**src/rtl/seg7_pkg.sv**
```systemverilog
// Shared constants for the 7-segment readback path: active-low digit patterns,
// frame FSM states and the accumulator working width.
package seg7_pkg;

    localparam int unsigned ACC_W = 36;

    localparam logic [6:0] SEG_0     = 7'b1000000;
    localparam logic [6:0] SEG_1     = 7'b1111001;
    localparam logic [6:0] SEG_2     = 7'b0100100;
    localparam logic [6:0] SEG_3     = 7'b0110000;
    localparam logic [6:0] SEG_4     = 7'b0011001;
    localparam logic [6:0] SEG_5     = 7'b0010010;
    localparam logic [6:0] SEG_6     = 7'b0000010;
    localparam logic [6:0] SEG_7     = 7'b1111000;
    localparam logic [6:0] SEG_8     = 7'b0000000;
    localparam logic [6:0] SEG_9     = 7'b0010000;
    localparam logic [6:0] SEG_BLANK = 7'b1111111;

    typedef enum logic [1:0] {
        IDLE  = 2'd0,
        ACCUM = 2'd1,
        DONE  = 2'd2
    } state_t;

endpackage

```
**src/rtl/seg7_digit_decode.sv**
```systemverilog
// Combinational 7-segment (gfedcba) to decimal decoder; unknown patterns and
// blanks report digit 0 with is_digit low.
module seg7_digit_decode
    import seg7_pkg::*;
#(
    parameter bit ACTIVE_LOW = 1'b1
) (
    input  logic [6:0] pattern,
    output logic [3:0] digit,
    output logic       is_digit,
    output logic       is_blank
);

    logic [6:0] norm;

    always_comb begin
        norm     = ACTIVE_LOW ? pattern : ~pattern;
        digit    = '0;
        is_digit = 1'b1;
        is_blank = 1'b0;
        case (norm)
            SEG_0:     digit = 4'd0;
            SEG_1:     digit = 4'd1;
            SEG_2:     digit = 4'd2;
            SEG_3:     digit = 4'd3;
            SEG_4:     digit = 4'd4;
            SEG_5:     digit = 4'd5;
            SEG_6:     digit = 4'd6;
            SEG_7:     digit = 4'd7;
            SEG_8:     digit = 4'd8;
            SEG_9:     digit = 4'd9;
            SEG_BLANK: begin
                is_digit = 1'b0;
                is_blank = 1'b1;
            end
            default:   is_digit = 1'b0;
        endcase
    end

endmodule

```
**src/rtl/seg7_frame_decoder.sv**
```systemverilog
// Collects a frame of 7-segment beats (MS digit first), accumulates the decimal
// value with 32-bit saturation and returns it with an error flag and digit count.
module seg7_frame_decoder
    import seg7_pkg::*;
#(
    parameter int unsigned MAX_DIGITS = 10,
    parameter bit          ACTIVE_LOW = 1'b1
) (
    input  logic        clock,
    input  logic        reset,
    input  logic        seg_valid,
    output logic        seg_ready,
    input  logic [6:0]  seg_in,
    input  logic        seg_last,
    output logic        result_valid,
    input  logic        result_ready,
    output logic [31:0] result,
    output logic        result_error,
    output logic [3:0]  digit_count
);

    state_t            state;
    logic [31:0]       acc;
    logic [3:0]        count;
    logic              err;

    logic [3:0]        digit;
    logic              is_digit;
    logic              is_blank;

    logic [ACC_W-1:0]  prod;
    logic [31:0]       acc_next;
    logic [3:0]        count_next;
    logic              err_next;

    seg7_digit_decode #(
        .ACTIVE_LOW(ACTIVE_LOW)
    ) u_decode (
        .pattern  (seg_in),
        .digit    (digit),
        .is_digit (is_digit),
        .is_blank (is_blank)
    );

    // Effect of the current beat on the frame state, used only when the beat is taken.
    // A saturated acc always overflows again on the next digit, so it stays pinned.
    always_comb begin
        acc_next   = acc;
        count_next = count;
        err_next   = err;
        prod       = ACC_W'(acc) * ACC_W'(10) + ACC_W'(digit);
        if (is_blank) begin
            if (count != '0)
                err_next = 1'b1;
        end else begin
            if (!is_digit)
                err_next = 1'b1;
            if (prod > ACC_W'(32'hFFFF_FFFF)) begin
                acc_next = '1;
                err_next = 1'b1;
            end else begin
                acc_next = prod[31:0];
            end
            count_next = (count == 4'hF) ? 4'hF : count + 4'd1;
            if (32'(count_next) > MAX_DIGITS)
                err_next = 1'b1;
        end
    end

    always_ff @(posedge clock) begin
        if (reset) begin
            state        <= IDLE;
            acc          <= '0;
            count        <= '0;
            err          <= 1'b0;
            seg_ready    <= 1'b1;
            result_valid <= 1'b0;
            result       <= '0;
            result_error <= 1'b0;
            digit_count  <= '0;
        end else begin
            case (state)
                IDLE, ACCUM: begin
                    if (seg_valid && seg_ready) begin
                        acc   <= acc_next;
                        count <= count_next;
                        err   <= err_next;
                        if (seg_last) begin
                            state        <= DONE;
                            seg_ready    <= 1'b0;
                            result_valid <= 1'b1;
                            result       <= acc_next;
                            digit_count  <= count_next;
                            result_error <= err_next || (count_next == '0);
                        end else if (count_next != '0) begin
                            state <= ACCUM;
                        end
                    end
                end
                DONE: begin
                    if (result_ready) begin
                        state        <= IDLE;
                        seg_ready    <= 1'b1;
                        result_valid <= 1'b0;
                        acc          <= '0;
                        count        <= '0;
                        err          <= 1'b0;
                    end
                end
                default: state <= IDLE;
            endcase
        end
    end

endmodule

```
**config.mk**
```make
export PLATFORM = sky130hd
export DESIGN_NAME = seg7_frame_decoder
export DESIGN_NICKNAME = d
export VERILOG_FILES = /design/src/rtl/seg7_pkg.sv /design/src/rtl/seg7_digit_decode.sv /design/src/rtl/seg7_frame_decoder.sv
export SDC_FILE = /design/constraint.sdc
export NUM_CORES = 1
export LEC_CHECK = 0
export BUFFER_PORTS_ARGS = -buffer_cell sky130_fd_sc_hd__buf_2
export CAP_MARGIN = 20
export CORE_MARGIN = 2
export CORE_UTILIZATION = 56
export CTS_CLUSTER_DIAMETER = 50
export DETAILED_ROUTE_END_ITERATION = 16
export PLACE_DENSITY_LB_ADDON = 0.3
export SKIP_CTS_REPAIR_TIMING = 1
export SYNTH_ARGS = -nofsm -noshare
export SYNTH_HDL_FRONTEND = slang
export SYNTH_SLANG_ARGS = --single-unit
```
**constraint.sdc**
```tcl
create_clock -name clock -period 4.7 [get_ports clock]
set_input_delay 0.94 -clock clock [delete_from_list [all_inputs] [get_ports clock]]
set_output_delay 0.94 -clock clock [all_outputs]
set_load 0.05 [all_outputs]
```
==> run_results.csv, run 1 <==
group,metric,value,unit
final_layout,n_antenna_cell,0,
power_and_ir_drop,worst_ir_drop_vdd,344.2,uV
cts,h-tree-depth,3,
sta,fin_crit_sh,98.17,%
logic_synthesis,ys_seq_elements,78,
logic_synthesis,avgSynthCellArea,7.801,sq um
worst_hold_path,hp-class,"register to register",
logic_synthesis,syn_nets,922,
logic_synthesis,syn_inst,842,
drt,ant_nets,0,
critical_path,crit_slowest_cell,"or4_4",
cts,cts-root-buf,"clkbuf_16",
sta,setup_viol,0,
drt,via_per_inst,6.506,
sta,worst_slack,0.08584,ns
status,status,"complete, no violations",
drt,drt_wl_total,18840,um
logic_synthesis,yosys_warnings,0,
job,cap_violations,0,
floorplanning,initial_core_util,57.53,%
critical_path,path_cells,"buf_2 > or4_4 > nor2_1 > nand2_1 > o21ai_0 > nand2b_1 > inv_1 > ha_1 > inv_1 > fa_2 > nor2b_2 > o21ai_1 > or3_4 > nor4_4 > and3_4 > nand2_4 > nor3_4 > and4b_1 > o21ai_4 > buf_12 > clkbuf_16 > o221ai_1 > nand2_1",
grt,antenna_found_initial,0,
cts,cts_tree,"yes",
logic_synthesis,synth_ff_type,"dfxtp_1",
power_and_ir_drop,p_leak,3.369,nW
cts,clkTransAtPathRegs,0.06,ns
cts,insertion_delay,0.34,ns
sta,slew_viol_final,0,
cts,clkSinkCount,78,
sta,tns,0,ns
cts,numCtsBuffers,9,
floorplanning,dieArea,12610,sq um
floorplanning,io_pins,51,
drt,drc,0,
grt,grt_pass1_wl,30460,um
sta,tightest_slew,0.9146,ns
critical_path,worstPathRequired,4.98,ns
critical_path,path_max_fanout,22,
cts,cts_max_path_buffers,2,
critical_path,crit_type,"input pin to register",
critical_path,startpoint_type,"input pin",
logic_synthesis,synth_top_area_share,23.77,%
logic_synthesis,seq_area_frac_synth,23.77,%
logic_synthesis,async_flop_share,0,%
drt,wl_per_cell,18.24,um
floorplanning,fp.dieW,112.3,um
final_layout,area_growth,14.15,%
logic_synthesis,synth-edff-count,0,
placement,place_ws,-0.1330,ns
drt,vias,6721,
floorplanning,die_height,112.3,um
critical_path,end_kind,"register",
floorplanning,core-area,11420,sq um
critical_path,cp.arrival,4.90,ns
grt,gr-total-overflow,0,
sta,max_clock_freq,0.2167,GHz
placement,hpwl,13560,um
logic_synthesis,synth_top_area_cell,"dfxtp_1",
logic_synthesis,synth_area_leaders,"dfxtp_1 (24%), ha_1 (13%), nand2_1 (6.8%), o221ai_1 (4.5%), o21ai_0 (4.3%)",
logic_synthesis,synth_cell_types,82,
logic_synthesis,netlist_area,6569,sq um
power_and_ir_drop,power_density,433.4,nW/um^2
sta,finalHoldViolations,0,
drt,drt_iter0_drc,664,
placement,port_buffers,50,
floorplanning,rows,39,
grt,gr-usage-all-layers,28.96,%
final_layout,drive_above_1_share,15.73,%
worst_hold_path,worstHoldPathCells,2,
sta,finClkSkew,0.006031,ns
critical_path,slowest_delay,0.53,ns
grt,grt_pass1_vias,6243,
placement,gp_congestion,0.9003,
sta,slew_headroom,39.03,%
final_layout,layout.nets,966,
sta,post-route-min-period,4.614,ns
critical_path,reg2regPathDepth,15,
grt,grt_max_degree,45,
drt,dr.pass1.iters,5,
worst max-delay path: cells and delay by family:
kind | cells | cell delay [ns]
fa+ha+maj | 2 | 0.53
simple gates | 12 | 2.32
compound gates | 4 | 0.52
buf+inv | 5 | 0.57
report_power, final:
group          leakage (nW)  internal (W)  total [W]  switching, W
sequential            0.638      0.000766   0.000879      0.000114
clock                 0.161      0.000489   0.000759      0.000270
combinational          2.57      0.000592    0.00161       0.00102
total                  3.37       0.00185    0.00325       0.00140
state kept, by name (all words and copies together), names as in the netlist:
register,count
err,1
result_error,1
count,4
digit_count,4
result_valid,1
state,2
result,32
seg_ready,1
acc,32
path summary, 6_finish.rpt:
kind | start | end | slack, ns
worst max register to register | acc[15] | acc[3] | 0.28
worst max-delay path | seg_in[2] | result[13] | 0.09
worst min register to register | result[1] | result[1] | 0.43
worst min-delay path | result[1] | result[1] | 0.43
through the flow:
stage | util, % | cell area, sq um | total power [W] | std cells | hold slack [ns]
2_1_floorplan | - | 6598 | 0.001998 | 842 | 0.4398
3_3_place_gp | 61.72 | 7048 | 0.002290 | 1015 | 0.4217
3_5_place_dp | 61.72 | 7048 | 0.002336 | 1015 | 0.4245
4_1_cts | 64.55 | 7371 | 0.003100 | 1030 | 0.4350
5_1_grt | 65.67 | 7498 | 0.003422 | 1033 | 0.4521
6_report | 65.67 | 7498 | 0.003250 | 1033 | 0.4345
cells in the mapped netlist, types with 3 or more instances:
cell / n
xor2_1: 19
o21ai_1: 7
nor4_1: 6
a211o_1: 4
o211ai_1: 4
a211oi_1: 34
nor3_1: 17
o211ai_2: 3
a21oi_2: 3
ha_1: 66
o221ai_1: 34
xnor2_1: 22
o21ai_0: 57
a31oi_1: 5
nor2_1: 76
or2_2: 3
clkbuf_1: 29
mux2i_1: 6
o211a_1: 5
and3_1: 7
nand3b_1: 3
o21bai_1: 4
nand2_1: 119
o21a_1: 9
buf_4: 4
nand3_1: 17
inv_1: 20
nor4b_1: 4
nand2b_1: 11
buf_2: 13
and2_1: 8
a41oi_1: 3
a21oi_1: 51
a21o_1: 8
o22ai_1: 3
dfxtp_1: 78
nand4_1: 8
a22oi_1: 5
nor2b_1: 6
and4_1: 5
metal layers:
metal | routed length (um) | vias up | share of wire, % | GRT usage (%)
met5 | 0 | - | 0 | 0
li1 | - | 3220 | - | -
met4 | 545 | 0 | 2.9 | 12.76
met3 | 1124 | 49 | 6.0 | 4.590
met1 | 7994 | 3191 | 42 | 37.00
met2 | 9174 | 261 | 49 | 48.43
final cells by class:
type                       count  area [sq um]
multi-input combinational    696          4813
fill                         965          3920
sequential                    78          1562
timing repair buffer          81         546.8
clock buffer                  11         252.7
tap                          143         178.9
inverter                      20         75.07
clock inverter                 4         70.07
logic make-up after synthesis:
| kind of cell | after synthesis | synth area share, % |
|---|---|---|
| XOR/XNOR | 41 | 5.467 |
| adder cells (fa/ha/maj) | 68 | 13.18 |
| AO/OA/AOI/OAI | 266 | 28.40 |
| AND/OR/NAND/NOR | 313 | 23.54 |
| multiplexers | 8 | 1.257 |
| flip-flops | 78 | 23.77 |
| buffers and inverters | 68 | 4.381 |
cell usage in the layout (no fill, tap or decap), types with 4 or more instances in the layout:
master,n
nand2_1,119
dfxtp_1,78
nor2_1,74
ha_1,66
o21ai_0,55
buf_2,50
a21oi_1,49
o221ai_1,34
a211oi_1,33
buf_4,26
xnor2_1,22
inv_1,20
xor2_1,19
nor3_1,17
nand3_1,17
nand2b_1,11
clkbuf_16,11
o21a_1,9
o21ai_1,9
and2_1,8
nand4_1,8
a21o_1,8
and3_1,6
mux2i_1,6
nor2b_1,5
and4_1,5
o211a_1,5
nor4_1,5
a21oi_2,4
o21bai_1,4
a211o_1,4
o211ai_1,4
a31oi_1,4
a22oi_1,4
No activity file was read; power rests on OpenSTA's default activity.
==> run 2, diff against run 1 <==
==> constraint.sdc (replaced) <==
create_clock -name clock -period 4.7 [get_ports clock]
set_input_delay 0.235 -clock clock [delete_from_list [all_inputs] [get_ports clock]]
set_output_delay 0.235 -clock clock [all_outputs]
set_load 0.05 [all_outputs]
==> run_results.csv, run 2 (same netlist as run 1, synthesis figures left out) <==
group,metric,value,unit
power_and_ir_drop,worst_ir_drop_vdd,416.8,uV
critical_path,startpoint_type,"register",
drt,dr.pass1.iters,6,
grt,gr-total-overflow,0,
sta,rsz0062_at_grt,"no",
drt,via_per_inst,6.466,
critical_path,cp.arrival,4.61,ns
sta,post-route-min-period,4.393,ns
drt,drc,0,
power_and_ir_drop,p_clk_share,21.5,%
drt,wl_per_cell,17.66,um
grt,antenna_found_initial,0,
sta,finClkSkew,0.006029,ns
grt,grt_pass1_wl,29570,um
cts,clkSinkCount,78,
grt,gr-usage-all-layers,28.16,%
worst_hold_path,hp-class,"input pin to register",
final_layout,final_cell_mix,"nand2_1 (119), dfxtp_1 (78), nor2_1 (74), ha_1 (66), o21ai_0 (57)",
final_layout,drive_above_1_share,13.39,%
floorplanning,initial_core_util,57.53,%
power_and_ir_drop,comb_power_share,49.1,%
critical_path,worstPathRequired,4.92,ns
final_layout,n_antenna_cell,0,
drt,vias,6576,
drt,drt_wl_total,17960,um
cts,cts_tree,"yes",
cts,clkTransAtPathRegs,0.06,ns
grt,grt_max_degree,33,
final_layout,fillers,984,
power_and_ir_drop,power_density,413.0,nW/um^2
sta,fin_crit_sh,93.47,%
final_layout,mostFrequentLayoutCell,"nand2_1",
power_and_ir_drop,switching_share,45.38,%
final_layout,area_growth,10.29,%
floorplanning,io_pins,51,
power_and_ir_drop,p_leak,3.230,nW
job,cap_violations,0,
sta,slew_headroom,34.42,%
floorplanning,die_height,112.3,um
power_and_ir_drop,intPower,0.001634,W
floorplanning,fp.dieW,112.3,um
drt,ant_nets,0,
sta,setup_viol,0,
sta,tns,0,ns
cts,insertion_delay,0.34,ns
sta,finalHoldViolations,0,
floorplanning,core-area,11420,sq um
cts,numCtsBuffers,9,
floorplanning,rows,39,
placement,hpwl,13460,um
final_layout,largest_registers,"acc x32, result x32",
grt,grt_pass1_vias,6150,
sta,tightest_slew,0.9814,ns
sta,max_clock_freq,0.2276,GHz
cts,cts_max_path_buffers,2,
final_layout,layout.nets,949,
critical_path,crit_type,"register to register",
floorplanning,dieArea,12610,sq um
sta,slew_viol_final,0,
drt,drt_iter0_drc,576,
cts,cts-root-buf,"clkbuf_16",
power_and_ir_drop,total_power,0.002992,W
placement,port_buffers,50,
critical_path,end_kind,"register",
final_layout,fin_util,63.45,%
critical_path,path_max_fanout,11,
cts,h-tree-depth,3,
status,status,"complete, no violations",
power_and_ir_drop,seq_power_share,29.4,%
power_and_ir_drop,power.switching,0.001358,W
placement,gp_congestion,0.9365,
==> run 2: per-stage QoR <==
step,std cells,hold slack (ns),setup WS (ns),instance area (sq um)
floorplan,842,0.4040,0.4055,6569
CTS,1017,0.2264,0.3210,7221
finish,1017,0.2327,0.3071,7244
global placement,999,0.4220,0.2624,6902
detailed placement,1001,0.4239,0.1113,6944
global route,1017,0.2415,0.01516,7244
==> run 2: area by class of cell <==
type                    instances  area, sq um  area share, %
inverters                      20        75.07          1.036
multi-input cells             696         4770          65.84
repair buffers                 64        382.9          5.285
well taps                     143        178.9          2.470
flip-flops and latches         78         1562          21.55
clock inverters                 6        37.54         0.5181
clock buffers                  10        239.0          3.299
==> run 2: final timing paths <==
kind | startpoint | to | slack [ns] | cells after the start
hold reg to reg | result[27] | result[27] | 0.43 | 2
setup reg to reg | acc[1] | acc[30] | 0.31 | 16
setup / recovery | acc[1] | acc[30] | 0.31 | 16
hold / removal | seg_valid | seg_ready | 0.23 | 4
==> run 2: power by group through the flow <==
stage / clock network [W] / logic, W / registers, W
2_1_floorplan: 0 / 0.000966 / 0.00103
4_1_cts: 0.000644 / 0.00144 / 0.000879
5_1_grt: 0.000674 / 0.00160 / 0.000893
6_report: 0.000642 / 0.00147 / 0.000880
3_3_place_gp: 0 / 0.00138 / 0.000888
3_5_place_dp: 0 / 0.00143 / 0.000892
==> run 2: critical path, stage by stage, from the launching register on <==
cell	delay (ns)
dfxtp_1	0.36
ha_1	0.32
ha_1	0.22
inv_1	0.07
fa_1	0.41
nor2b_1	0.25
o31ai_2	0.15
a21oi_2	0.33
o221ai_1	0.31
nor4_4	0.43
nand2b_1	0.23
nor4_2	0.24
and4b_1	0.29
o21ai_4	0.08
buf_4	0.19
o31ai_1	0.29
a21boi_1	0.10
==> run 2: per-layer routing <==
| metal | routed length [um] | global-route usage (%) | share of wire, % | up-vias |
|---|---|---|---|---|
| li1 | - | - | - | 3197 |
| met1 | 7659 | 35.36 | 43 | 3069 |
| met2 | 8715 | 47.95 | 49 | 263 |
| met3 | 1009 | 4.806 | 5.6 | 47 |
| met4 | 574 | 11.63 | 3.2 | 0 |
| met5 | 0 | 0 | 0 | - |
